$ cat src/rtl/vm_vend_sched.sv
// Vending machine sequencer: coin credit, round-robin slot grant, motor drive, change payout.
// Optional VM_MULTIVEND_EN: keep leftover credit in IDLE after a vend instead of paying change.
module vm_vend_sched #(
  parameter int unsigned N_SLOT       = 4,
  parameter int unsigned PRICE        = 4,
  parameter int unsigned CREDIT_MAX   = 8,
  parameter int unsigned CREDIT_W     = 4,
  parameter int unsigned DISP_TIMEOUT = 255
) (
  input  logic                CLK,
  input  logic                nRESET,
  input  logic [1:0]          Coin,
  input  logic [N_SLOT-1:0]   Select,
  input  logic [N_SLOT-1:0]   Empty,
  input  logic                Refund,
  input  logic                Disp_done,
  input  logic                Pay_ack,
  output logic [N_SLOT-1:0]   Drink,
  output logic                Pay100,
  output logic                Pay50,
  output logic                Reject,
  output logic                Fault,
  output logic [CREDIT_W-1:0] Credit,
  output logic                Busy
);

  localparam int unsigned PtrW = (N_SLOT > 1) ? $clog2(N_SLOT) : 1;
  localparam int unsigned TmrW = $clog2(DISP_TIMEOUT + 1);
  localparam int unsigned CW1  = CREDIT_W + 1;

  localparam logic [CW1-1:0]  PriceX  = CW1'(PRICE);
  localparam logic [CW1-1:0]  MaxX    = CW1'(CREDIT_MAX);
  localparam logic [TmrW-1:0] TmrLast = TmrW'(DISP_TIMEOUT - 1);
  localparam logic [PtrW-1:0] PtrRst  = PtrW'(N_SLOT - 1);

  typedef enum logic [1:0] {StIdle, StDispense, StPay, StPayGap} state_e;

  state_e              state_q, state_d;
  logic [CREDIT_W-1:0] credit_q, credit_d;
  logic [PtrW-1:0]     ptr_q, ptr_d;
  logic [TmrW-1:0]     timer_q, timer_d;
  logic [N_SLOT-1:0]   drink_q, drink_d;
  logic                pay100_q, pay100_d;
  logic                pay50_q, pay50_d;
  logic                reject_q, reject_d;
  logic                fault_q, fault_d;
  logic                busy_q, busy_d;

  logic [N_SLOT-1:0]   eligible;
  logic                grant_ok;
  logic [PtrW-1:0]     grant_idx;
  logic [PtrW-1:0]     cand;
  logic [CW1-1:0]      credit_x;
  logic [CW1-1:0]      coin_sum;

  // Search starts one past the last granted slot so every slot gets its turn.
  always_comb begin
    eligible  = Select & ~Empty;
    grant_ok  = 1'b0;
    grant_idx = ptr_q;
    cand      = ptr_q;
    for (int unsigned i = 1; i <= N_SLOT; i++) begin
      cand = PtrW'((32'(ptr_q) + i) % N_SLOT);
      if (!grant_ok && eligible[cand]) begin
        grant_ok  = 1'b1;
        grant_idx = cand;
      end
    end
  end

  always_comb begin
    state_d  = state_q;
    ptr_d    = ptr_q;
    timer_d  = '0;
    reject_d = 1'b0;
    fault_d  = 1'b0;
    credit_x = {1'b0, credit_q};
    coin_sum = '0;

    unique case (state_q)
      StIdle: begin
        if (Refund && credit_q != '0) begin
          state_d = StPay;
        end else if (grant_ok && credit_x >= PriceX) begin
          state_d  = StDispense;
          ptr_d    = grant_idx;
          credit_x = credit_x - PriceX;
        end
        // Coin value equals its encoding for 01/10; overflow check sees the post-grant credit.
        if (Coin == 2'b11) begin
          reject_d = 1'b1;
        end else if (Coin != 2'b00) begin
          coin_sum = credit_x + CW1'(Coin);
          if (coin_sum > MaxX) reject_d = 1'b1;
          else                 credit_x = coin_sum;
        end
      end
      StDispense: begin
        timer_d = timer_q + 1'b1;
        if (Disp_done) begin
`ifdef VM_MULTIVEND_EN
          state_d = StIdle;
`else
          state_d = (credit_q != '0) ? StPay : StIdle;
`endif
        end else if (timer_q == TmrLast) begin
          fault_d  = 1'b1;
          credit_x = credit_x + PriceX;
          state_d  = StPay;
        end
      end
      StPay: begin
        if (Pay_ack) begin
          credit_x = (credit_x >= CW1'(2)) ? credit_x - CW1'(2) : credit_x - CW1'(1);
          state_d  = StPayGap;
        end
      end
      StPayGap: begin
        state_d = (credit_q != '0) ? StPay : StIdle;
      end
      default: state_d = StIdle;
    endcase

    if (state_q != StIdle && Coin != 2'b00) reject_d = 1'b1;

    credit_d = credit_x[CREDIT_W-1:0];
    drink_d  = (state_d == StDispense) ? ({{(N_SLOT-1){1'b0}}, 1'b1} << ptr_d) : '0;
    pay100_d = (state_d == StPay) && (credit_x >= CW1'(2));
    pay50_d  = (state_d == StPay) && (credit_x == CW1'(1));
    busy_d   = (state_d != StIdle);
  end

  always_ff @(posedge CLK or negedge nRESET) begin
    if (!nRESET) begin
      state_q  <= StIdle;
      credit_q <= '0;
      ptr_q    <= PtrRst;
      timer_q  <= '0;
      drink_q  <= '0;
      pay100_q <= 1'b0;
      pay50_q  <= 1'b0;
      reject_q <= 1'b0;
      fault_q  <= 1'b0;
      busy_q   <= 1'b0;
    end else begin
      state_q  <= state_d;
      credit_q <= credit_d;
      ptr_q    <= ptr_d;
      timer_q  <= timer_d;
      drink_q  <= drink_d;
      pay100_q <= pay100_d;
      pay50_q  <= pay50_d;
      reject_q <= reject_d;
      fault_q  <= fault_d;
      busy_q   <= busy_d;
    end
  end

  assign Drink  = drink_q;
  assign Pay100 = pay100_q;
  assign Pay50  = pay50_q;
  assign Reject = reject_q;
  assign Fault  = fault_q;
  assign Credit = credit_q;
  assign Busy   = busy_q;

endmodule
$ cat config.mk
export PLATFORM = sky130hd
export DESIGN_NAME = vm_vend_sched
export DESIGN_NICKNAME = d
export VERILOG_FILES = /design/src/rtl/vm_vend_sched.sv
export SDC_FILE = /design/constraint.sdc
export NUM_CORES = 1
export LEC_CHECK = 0
export CORE_MARGIN = 2
export CORE_UTILIZATION = 30
export DETAILED_ROUTE_END_ITERATION = 10
export GPL_ROUTABILITY_DRIVEN = 0
export SLEW_MARGIN = 30
export SYNTH_ARGS = -nofsm -noshare
export SYNTH_HDL_FRONTEND = slang
export SYNTH_SLANG_ARGS = --single-unit
export TNS_END_PERCENT = 20
$ cat constraint.sdc
create_clock -name CLK -period 4 [get_ports CLK]
set_input_delay 0.8 -clock CLK [delete_from_list [all_inputs] [get_ports CLK]]
set_output_delay 0.8 -clock CLK [all_outputs]
set_load 0.1 [all_outputs]
==> run_summary.xml, run 1 <==
<?xml version="1.0" encoding="UTF-8"?>
<metrics>
  <group name="run_status">
    <metric name="status" unit="">complete, no violations</metric>
  </group>
  <group name="worst_setup_path">
    <metric name="path_class" unit="">primary input to flip-flop</metric>
    <metric name="crit-reg2reg-launch" unit="">Credit[0]$_DFF_PN0_</metric>
    <metric name="crit_chain" unit="">clkdlybuf4s50_1, ha_1, fa_1, nor3b_1, nor3_1, a221oi_1, o21a_1, o21ai_0, a211o_1, o31a_1</metric>
    <metric name="cpPeakStageDelay" unit="ps">530</metric>
    <metric name="worst-path-buf-inv" unit="">1</metric>
    <metric name="worst_path_dominant_cell_family" unit="">compound AO/OA/AOI/OAI gates</metric>
    <metric name="critical_path.slowest_cell" unit="">fa_1</metric>
    <metric name="critPathLaunch" unit="">Coin[0]</metric>
    <metric name="crit_path_start_kind" unit="">primary input</metric>
    <metric name="arrival" unit="ps">3730</metric>
    <metric name="critPathCaptureType" unit="">flip-flop</metric>
    <metric name="cp.required" unit="ps">4160</metric>
    <metric name="worst-path-max-fanout" unit="">7</metric>
  </group>
  <group name="synth">
    <metric name="asyncSetResetFlopFracSynth" unit="%">100.0</metric>
    <metric name="synth_largest_area_cell" unit="">dfrtp_1</metric>
    <metric name="synth-seq-cells" unit="">25</metric>
    <metric name="synth_edf_count" unit="">0</metric>
    <metric name="synth.top_cells.by_area" unit="">dfrtp_1 28%, ha_1 7.8%, nor2_1 4.1%, nand2_1 3.2%, nand3_1 2.6%</metric>
    <metric name="postSynthAreaPerCell" unit="µm²">8.816</metric>
    <metric name="synth_largest_type_area_fraction" unit="%">27.54</metric>
    <metric name="synthFlopType" unit="">dfrtp_1</metric>
    <metric name="syn-num-nets" unit="">266</metric>
    <metric name="number_of_instances_in_the_synthesized_netlist" unit="">237</metric>
    <metric name="ys.warnings.count" unit="">0</metric>
    <metric name="ys_types" unit="">66</metric>
    <metric name="synth-seq-area-share" unit="%">30.06</metric>
    <metric name="synth_area" unit="µm²">2090</metric>
    <metric name="synthTopCellsByCount" unit="">23 x dfrtp_1, 23 x nor2_1, 18 x nand2_1</metric>
  </group>
  <group name="placed_design">
    <metric name="detailedPlacementHpwl" unit="µm">3987</metric>
    <metric name="place.port_buffers" unit="">27</metric>
    <metric name="place.detailed.instances" unit="">342</metric>
  </group>
  <group name="pwr">
    <metric name="vdd_ir_drop_max" unit="mV">0.1515</metric>
    <metric name="power_density" unit="nW/µm²">436.9</metric>
    <metric name="power.static_leakage" unit="nW">1.012</metric>
    <metric name="totalPowerFinal" unit="mW">1.091</metric>
  </group>
  <group name="routing">
    <metric name="wl" unit="µm">5242</metric>
    <metric name="vias_per_cell" unit="">5.439</metric>
    <metric name="drtAntennaViolNets" unit="">0</metric>
    <metric name="firstDrtPassIters" unit="">4</metric>
    <metric name="route.detailed.wl_per_inst" unit="µm">15.15</metric>
    <metric name="vias" unit="">1882</metric>
    <metric name="detailedRoute.firstIterationViolations" unit="">123</metric>
    <metric name="number_of_remaining_drc_errors" unit="">0</metric>
  </group>
  <group name="grt">
    <metric name="antenna_found_initial" unit="">0</metric>
    <metric name="globalRouteTotalUtil" unit="%">14.45</metric>
    <metric name="grt_pass1_wl" unit="µm">8852</metric>
    <metric name="globalRouteMet2Util" unit="%">23.14</metric>
    <metric name="globalRouteMet3Util" unit="%">3.318</metric>
    <metric name="top_usage_layer" unit="">met2</metric>
    <metric name="number_of_global_route_vias_before_repair" unit="">1844</metric>
    <metric name="use_met1" unit="%">19.94</metric>
    <metric name="grt_overflow" unit="">0</metric>
    <metric name="pin_count_of_the_biggest_net_entering_global_routing" unit="">25</metric>
  </group>
  <group name="clock_network">
    <metric name="sink_count" unit="">25</metric>
    <metric name="worst_skew_pair.late_latency" unit="ps">270</metric>
    <metric name="clock_tree.root_cell" unit="">clkbuf_8</metric>
    <metric name="post-cts-setup-buffer-count" unit="">0</metric>
    <metric name="total_cts_buffers" unit="">3</metric>
    <metric name="max_clock_buf_depth" unit="">2</metric>
    <metric name="cts.reportedPaths.clkPinSlew" unit="ps">90</metric>
    <metric name="cts.repair.resized" unit="">0</metric>
    <metric name="htree_num_levels" unit="">1</metric>
    <metric name="tritoncts_clock_tree" unit="">done</metric>
    <metric name="cts.hold.buffers_added" unit="">0</metric>
  </group>
  <group name="final_layout">
    <metric name="antenna_cells" unit="">0</metric>
    <metric name="drive_above_1_share" unit="%">9.398</metric>
    <metric name="nNetsFinal" unit="">296</metric>
    <metric name="stdcell_count" unit="">346</metric>
    <metric name="flow.area_growth_from_synthesis" unit="%">19.46</metric>
    <metric name="fillCellCount" unit="">692</metric>
  </group>
  <group name="timing">
    <metric name="period_share" unit="%">89.18</metric>
    <metric name="transition_time_at_the_pin_with_the_least_slew_margin" unit="ps">970.3</metric>
    <metric name="setup-violations-final" unit="">0</metric>
    <metric name="totalNegativeSetupSlack" unit="ps">0</metric>
    <metric name="timing.final.crit_period" unit="ps">3567</metric>
    <metric name="final_setup_skew" unit="ps">0.9890</metric>
    <metric name="report.final.hold_viol_count" unit="">0</metric>
    <metric name="max_freq" unit="GHz">0.2803</metric>
    <metric name="final_max_slew_viol_count" unit="">0</metric>
    <metric name="max_slew_margin" unit="%">35.11</metric>
    <metric name="grt_setup_unrepaired" unit="">no</metric>
  </group>
  <group name="hold_path">
    <metric name="hp-class" unit="">primary input to async pin</metric>
  </group>
  <group name="floorplanning">
    <metric name="initial_core_utilization" unit="%">30.93</metric>
    <metric name="core_area" unit="µm²">6756</metric>
    <metric name="die-area" unit="µm²">7648</metric>
    <metric name="die_width" unit="µm">87.46</metric>
    <metric name="dieHeight" unit="µm">87.46</metric>
    <metric name="floorplan.io_pins" unit="">28</metric>
    <metric name="row_count" unit="">30</metric>
  </group>
  <group name="job">
    <metric name="max_cap_violations" unit="">0</metric>
  </group>
</metrics>
## worst paths after layout
check	to	slack, ps	depth (start not counted)
setup / recovery	Pay100$_DFF_PN0_	430	10
hold / removal	Credit[0]$_DFF_PN0_	500	1
setup reg to reg	Pay100$_DFF_PN0_	870	9
hold reg to reg	timer_q[0]$_DFF_PN0_	540	1
max in group asynchronous	ptr_q[0]$_DFF_PN1_	2970	2
min in group CLK	timer_q[0]$_DFF_PN0_	540	1
## registers in the layout, indices dropped and copies added, names as in the netlist
| signal | count |
|---|---|
| timer_q | 8 |
| Credit | 4 |
| Drink | 4 |
| ptr_q | 2 |
| state_q | 2 |
| Busy | 1 |
| Fault | 1 |
| Pay100 | 1 |
| Pay50 | 1 |
| Reject | 1 |
## worst reg2reg max path, delay by kind of cell (launching register included)
kind | cells | cell delay (ps)
AND/OR/NAND/NOR | 2 | 380
flip-flops | 1 | 490
AO/OA/AOI/OAI | 5 | 1350
adder cells (fa/ha/maj) | 2 | 800
## cells in the final DEF, fill, tap and decap left out, types with 2 or more instances in the layout
| cell | n |
|---|---|
| a21o_1 | 4 |
| a21oi_1 | 10 |
| a221oi_1 | 2 |
| a2bb2oi_1 | 2 |
| a31oi_1 | 2 |
| a32oi_1 | 4 |
| and2_1 | 2 |
| and3_1 | 4 |
| buf_4 | 8 |
| clkbuf_8 | 3 |
| clkdlybuf4s50_1 | 26 |
| dfrtp_1 | 23 |
| dfstp_2 | 2 |
| ha_1 | 13 |
| inv_1 | 9 |
| mux2i_1 | 3 |
| nand2_1 | 18 |
| nand2b_1 | 5 |
| nand3_1 | 11 |
| nand4_1 | 2 |
| nor2_1 | 23 |
| nor2b_1 | 5 |
| nor3_1 | 10 |
| nor3b_1 | 3 |
| nor4_1 | 4 |
| o211ai_1 | 2 |
| o21a_1 | 2 |
| o21ai_0 | 11 |
| o22ai_1 | 2 |
| o31ai_1 | 2 |
| or2_2 | 2 |
| or3_1 | 2 |
| xnor2_1 | 4 |
| xor2_1 | 6 |
## cell type report
| type | count | area [µm²] | share of cell area, % |
|---|---|---|---|
| Clock buffer | 3 | 41.29 | 1.654 |
| Clock inverter | 1 | 7.507 | 0.3008 |
| Inverter | 9 | 33.78 | 1.353 |
| Multi-Input combinational cell | 193 | 1360 | 54.49 |
| Sequential cell | 25 | 628.1 | 25.16 |
| Tap cell | 80 | 100.1 | 4.010 |
| Timing Repair Buffer | 35 | 325.3 | 13.03 |
## power breakdown
| part | switching, mW | leakage, nW | total [mW] | internal, mW |
|---|---|---|---|---|
| logic | 0.409 | 0.682 | 0.651 | 0.241 |
| clock network | 0.0803 | 0.0217 | 0.151 | 0.0705 |
| registers | 0.0206 | 0.308 | 0.289 | 0.269 |
## kinds of logic after synthesis
kind of cell,after synthesis,synth area share [%]
simple gates,100,25.15
fa+ha+maj,14,8.743
flops,25,30.06
xor+xnor,11,5.269
compound gates,64,23.41
mux,4,2.515
buf+inv,19,4.850
## routing by layer
layer	share of wire (%)	vias up
met5	0	-
met4	0.46	0
met3	5.8	4
met2	45	48
met1	48	886
li1	-	944
## stage by stage
step	worst slack, ps	util, %	cell area, µm²	hold slack, ps
2_1_floorplan	489.6	-	2090	492.5
3_3_place_gp	311.1	36.30	2452	528.8
3_5_place_dp	158.5	36.22	2447	525.5
4_1_cts	454.1	36.94	2496	514.3
5_1_grt	222.1	36.94	2496	534.4
6_report	432.8	36.94	2496	499.4
Note: power is estimated with default switching activity, not from simulation.
==> inputs of run 2 (changes only) <==
--- a/config.mk
+++ b/config.mk
@@ -9,6 +9,8 @@
 export CORE_UTILIZATION = 30
 export DETAILED_ROUTE_END_ITERATION = 10
 export GPL_ROUTABILITY_DRIVEN = 0
+export PLACE_DENSITY = 0.52
+export RECOVER_POWER = 50
 export SLEW_MARGIN = 30
 export SYNTH_ARGS = -nofsm -noshare
 export SYNTH_HDL_FRONTEND = slang
==> constraint.sdc (replaced) <==
create_clock -name CLK -period 4.1 [get_ports CLK]
set_input_delay 0.82 -clock CLK [delete_from_list [all_inputs] [get_ports CLK]]
set_output_delay 0.82 -clock CLK [all_outputs]
set_load 0.1 [all_outputs]
==> run_summary.xml, run 2 (same netlist as run 1, synthesis figures left out) <==
<?xml version="1.0" encoding="UTF-8"?>
<metrics>
  <group name="timing">
    <metric name="timing.final.crit_period" unit="ps">3709</metric>
    <metric name="transition_time_at_the_pin_with_the_least_slew_margin" unit="ps">1402</metric>
    <metric name="period_share" unit="%">90.47</metric>
    <metric name="max_freq" unit="GHz">0.2696</metric>
    <metric name="final_max_slew_viol_count" unit="">0</metric>
    <metric name="grt_setup_unrepaired" unit="">no</metric>
    <metric name="max_slew_margin" unit="%">6.511</metric>
    <metric name="setup-violations-final" unit="">0</metric>
    <metric name="totalNegativeSetupSlack" unit="ps">0</metric>
    <metric name="report.final.hold_viol_count" unit="">0</metric>
    <metric name="final_setup_skew" unit="ps">5.645</metric>
  </group>
  <group name="floorplanning">
    <metric name="die_width" unit="µm">87.46</metric>
    <metric name="initial_core_utilization" unit="%">30.93</metric>
    <metric name="floorplan.io_pins" unit="">28</metric>
    <metric name="dieHeight" unit="µm">87.46</metric>
    <metric name="core_area" unit="µm²">6756</metric>
    <metric name="die-area" unit="µm²">7648</metric>
    <metric name="row_count" unit="">30</metric>
  </group>
  <group name="worst_setup_path">
    <metric name="r2r_slack" unit="ps">900</metric>
    <metric name="crit-reg2reg-launch" unit="">Credit[1]$_DFF_PN0_</metric>
    <metric name="worst-r2r-cell-count" unit="">8</metric>
    <metric name="cp.required" unit="ps">4260</metric>
    <metric name="arrival" unit="ps">3870</metric>
    <metric name="crit_path_start_kind" unit="">primary input</metric>
    <metric name="critPathCaptureType" unit="">flip-flop</metric>
    <metric name="critPathLaunch" unit="">Coin[0]</metric>
    <metric name="timing.rr.end" unit="">Drink[1]$_DFF_PN0_</metric>
    <metric name="path_class" unit="">primary input to flip-flop</metric>
    <metric name="worst-path-max-fanout" unit="">7</metric>
  </group>
  <group name="final_layout">
    <metric name="largest_register_ff_count" unit="">8</metric>
    <metric name="nNetsFinal" unit="">294</metric>
    <metric name="final_common_cell" unit="">clkdlybuf4s50_1</metric>
    <metric name="flow.area_growth_from_synthesis" unit="%">18.68</metric>
    <metric name="drive_above_1_share" unit="%">7.955</metric>
    <metric name="registers.top_by_ff_count" unit="">timer_q</metric>
    <metric name="final_cell_mix" unit="">26 x clkdlybuf4s50_1, 23 x dfrtp_1, 23 x nor2_1</metric>
    <metric name="antenna_cells" unit="">0</metric>
  </group>
  <group name="grt">
    <metric name="globalRouteTotalUtil" unit="%">14.28</metric>
    <metric name="grt_pass1_wl" unit="µm">8694</metric>
    <metric name="number_of_global_route_vias_before_repair" unit="">1703</metric>
    <metric name="grt_overflow" unit="">0</metric>
    <metric name="pin_count_of_the_biggest_net_entering_global_routing" unit="">26</metric>
    <metric name="antenna_found_initial" unit="">0</metric>
  </group>
  <group name="clock_network">
    <metric name="worst_skew_pair.late_latency" unit="ps">270</metric>
    <metric name="sink_count" unit="">25</metric>
    <metric name="cts.reportedPaths.clkPinSlew" unit="ps">90</metric>
    <metric name="htree_num_levels" unit="">1</metric>
    <metric name="cts.hold.buffers_added" unit="">0</metric>
    <metric name="post-cts-setup-buffer-count" unit="">0</metric>
    <metric name="tritoncts_clock_tree" unit="">done</metric>
    <metric name="clock_tree.root_cell" unit="">clkbuf_8</metric>
    <metric name="cts.repair.resized" unit="">0</metric>
    <metric name="total_cts_buffers" unit="">3</metric>
    <metric name="max_clock_buf_depth" unit="">2</metric>
  </group>
  <group name="routing">
    <metric name="detailedRoute.firstIterationViolations" unit="">130</metric>
    <metric name="firstDrtPassIters" unit="">4</metric>
    <metric name="wl" unit="µm">5417</metric>
    <metric name="vias" unit="">1869</metric>
    <metric name="drtAntennaViolNets" unit="">0</metric>
    <metric name="route.detailed.wl_per_inst" unit="µm">15.75</metric>
    <metric name="vias_per_cell" unit="">5.433</metric>
    <metric name="number_of_remaining_drc_errors" unit="">0</metric>
  </group>
  <group name="placed_design">
    <metric name="detailedPlacementHpwl" unit="µm">3997</metric>
    <metric name="place.port_buffers" unit="">27</metric>
  </group>
  <group name="hold_path">
    <metric name="timing.hold.worst.start" unit="">timer_q[0]$_DFF_PN0_</metric>
    <metric name="min_delay_worst_endpoint" unit="">timer_q[0]$_DFF_PN0_</metric>
    <metric name="hp-class" unit="">flip-flop to flip-flop</metric>
    <metric name="hold_path_depth" unit="">1</metric>
  </group>
  <group name="pwr">
    <metric name="totalPowerFinal" unit="mW">1.062</metric>
    <metric name="power.static_leakage" unit="nW">1.003</metric>
    <metric name="power_density" unit="nW/µm²">428.2</metric>
    <metric name="vdd_ir_drop_max" unit="mV">0.1753</metric>
  </group>
  <group name="run_status">
    <metric name="status" unit="">complete, no violations</metric>
  </group>
  <group name="job">
    <metric name="max_cap_violations" unit="">0</metric>
  </group>
</metrics>
[run 2: layer usage]
metal | vias up | routed length, µm | global-route usage [%] | share of wire, %
met3 | 2 | 236 | 2.559 | 4.4
li1 | 933 | - | - | -
met2 | 45 | 2462 | 22.04 | 45
met5 | - | 0 | 0 | 0
met1 | 889 | 2700 | 21.52 | 50
met4 | 0 | 18 | 1.259 | 0.33
[run 2: through the flow]
stage                     worst slack (ps)  utilization (%)  cells  cell area [µm²]  hold slack, ps
after global routing                 216.6            36.70    344             2480           586.7
after detailed placement             135.6            36.07    340             2437           534.8
after global placement               239.2            36.07    340             2437           530.4
after CTS                            424.2            36.76    344             2484           549.2
after floorplan                      589.6                -    237             2090           492.5
final                                390.9            36.70    344             2480           539.6
[run 2: critical path: stages]
cell and delay [ps]:
clkdlybuf4s50_1 580, ha_1 240, fa_1 500, nor3b_1 310, nor3_1 100, a221oi_1 280, o21a_1 300, o21ai_0 130
a211o_1 300, o31a_1 300
[run 2: how the worst max path moves through the flow]
| stage | endpoint | depth (start not counted) |
|---|---|---|
| final | Pay100$_DFF_PN0_ | 10 |
| after global routing | Pay100$_DFF_PN0_ | 10 |
| after CTS | Pay100$_DFF_PN0_ | 10 |
| after detailed placement | Pay50$_DFF_PN0_ | 10 |
| after global placement | Pay100$_DFF_PN0_ | 10 |
| after floorplan | Pay100$_DFF_PN0_ | 9 |
[run 2: layout make-up]
class / instances / area (µm²)
multi-input cells: 193 / 1360
flip-flops and latches: 25 / 628.1
fillers: 693 / 4277
clock inverters: 1 / 5.005
clock buffers: 3 / 41.29
well taps: 80 / 100.1
repair buffers: 33 / 311.5
inverters: 9 / 33.78
[run 2: where the power goes]
part / internal (mW) / switching, mW / total, mW
Clock: 0.0680 / 0.0802 / 0.148
Combinational: 0.230 / 0.399 / 0.629
Sequential: 0.262 / 0.0224 / 0.284
Total: 0.560 / 0.502 / 1.06
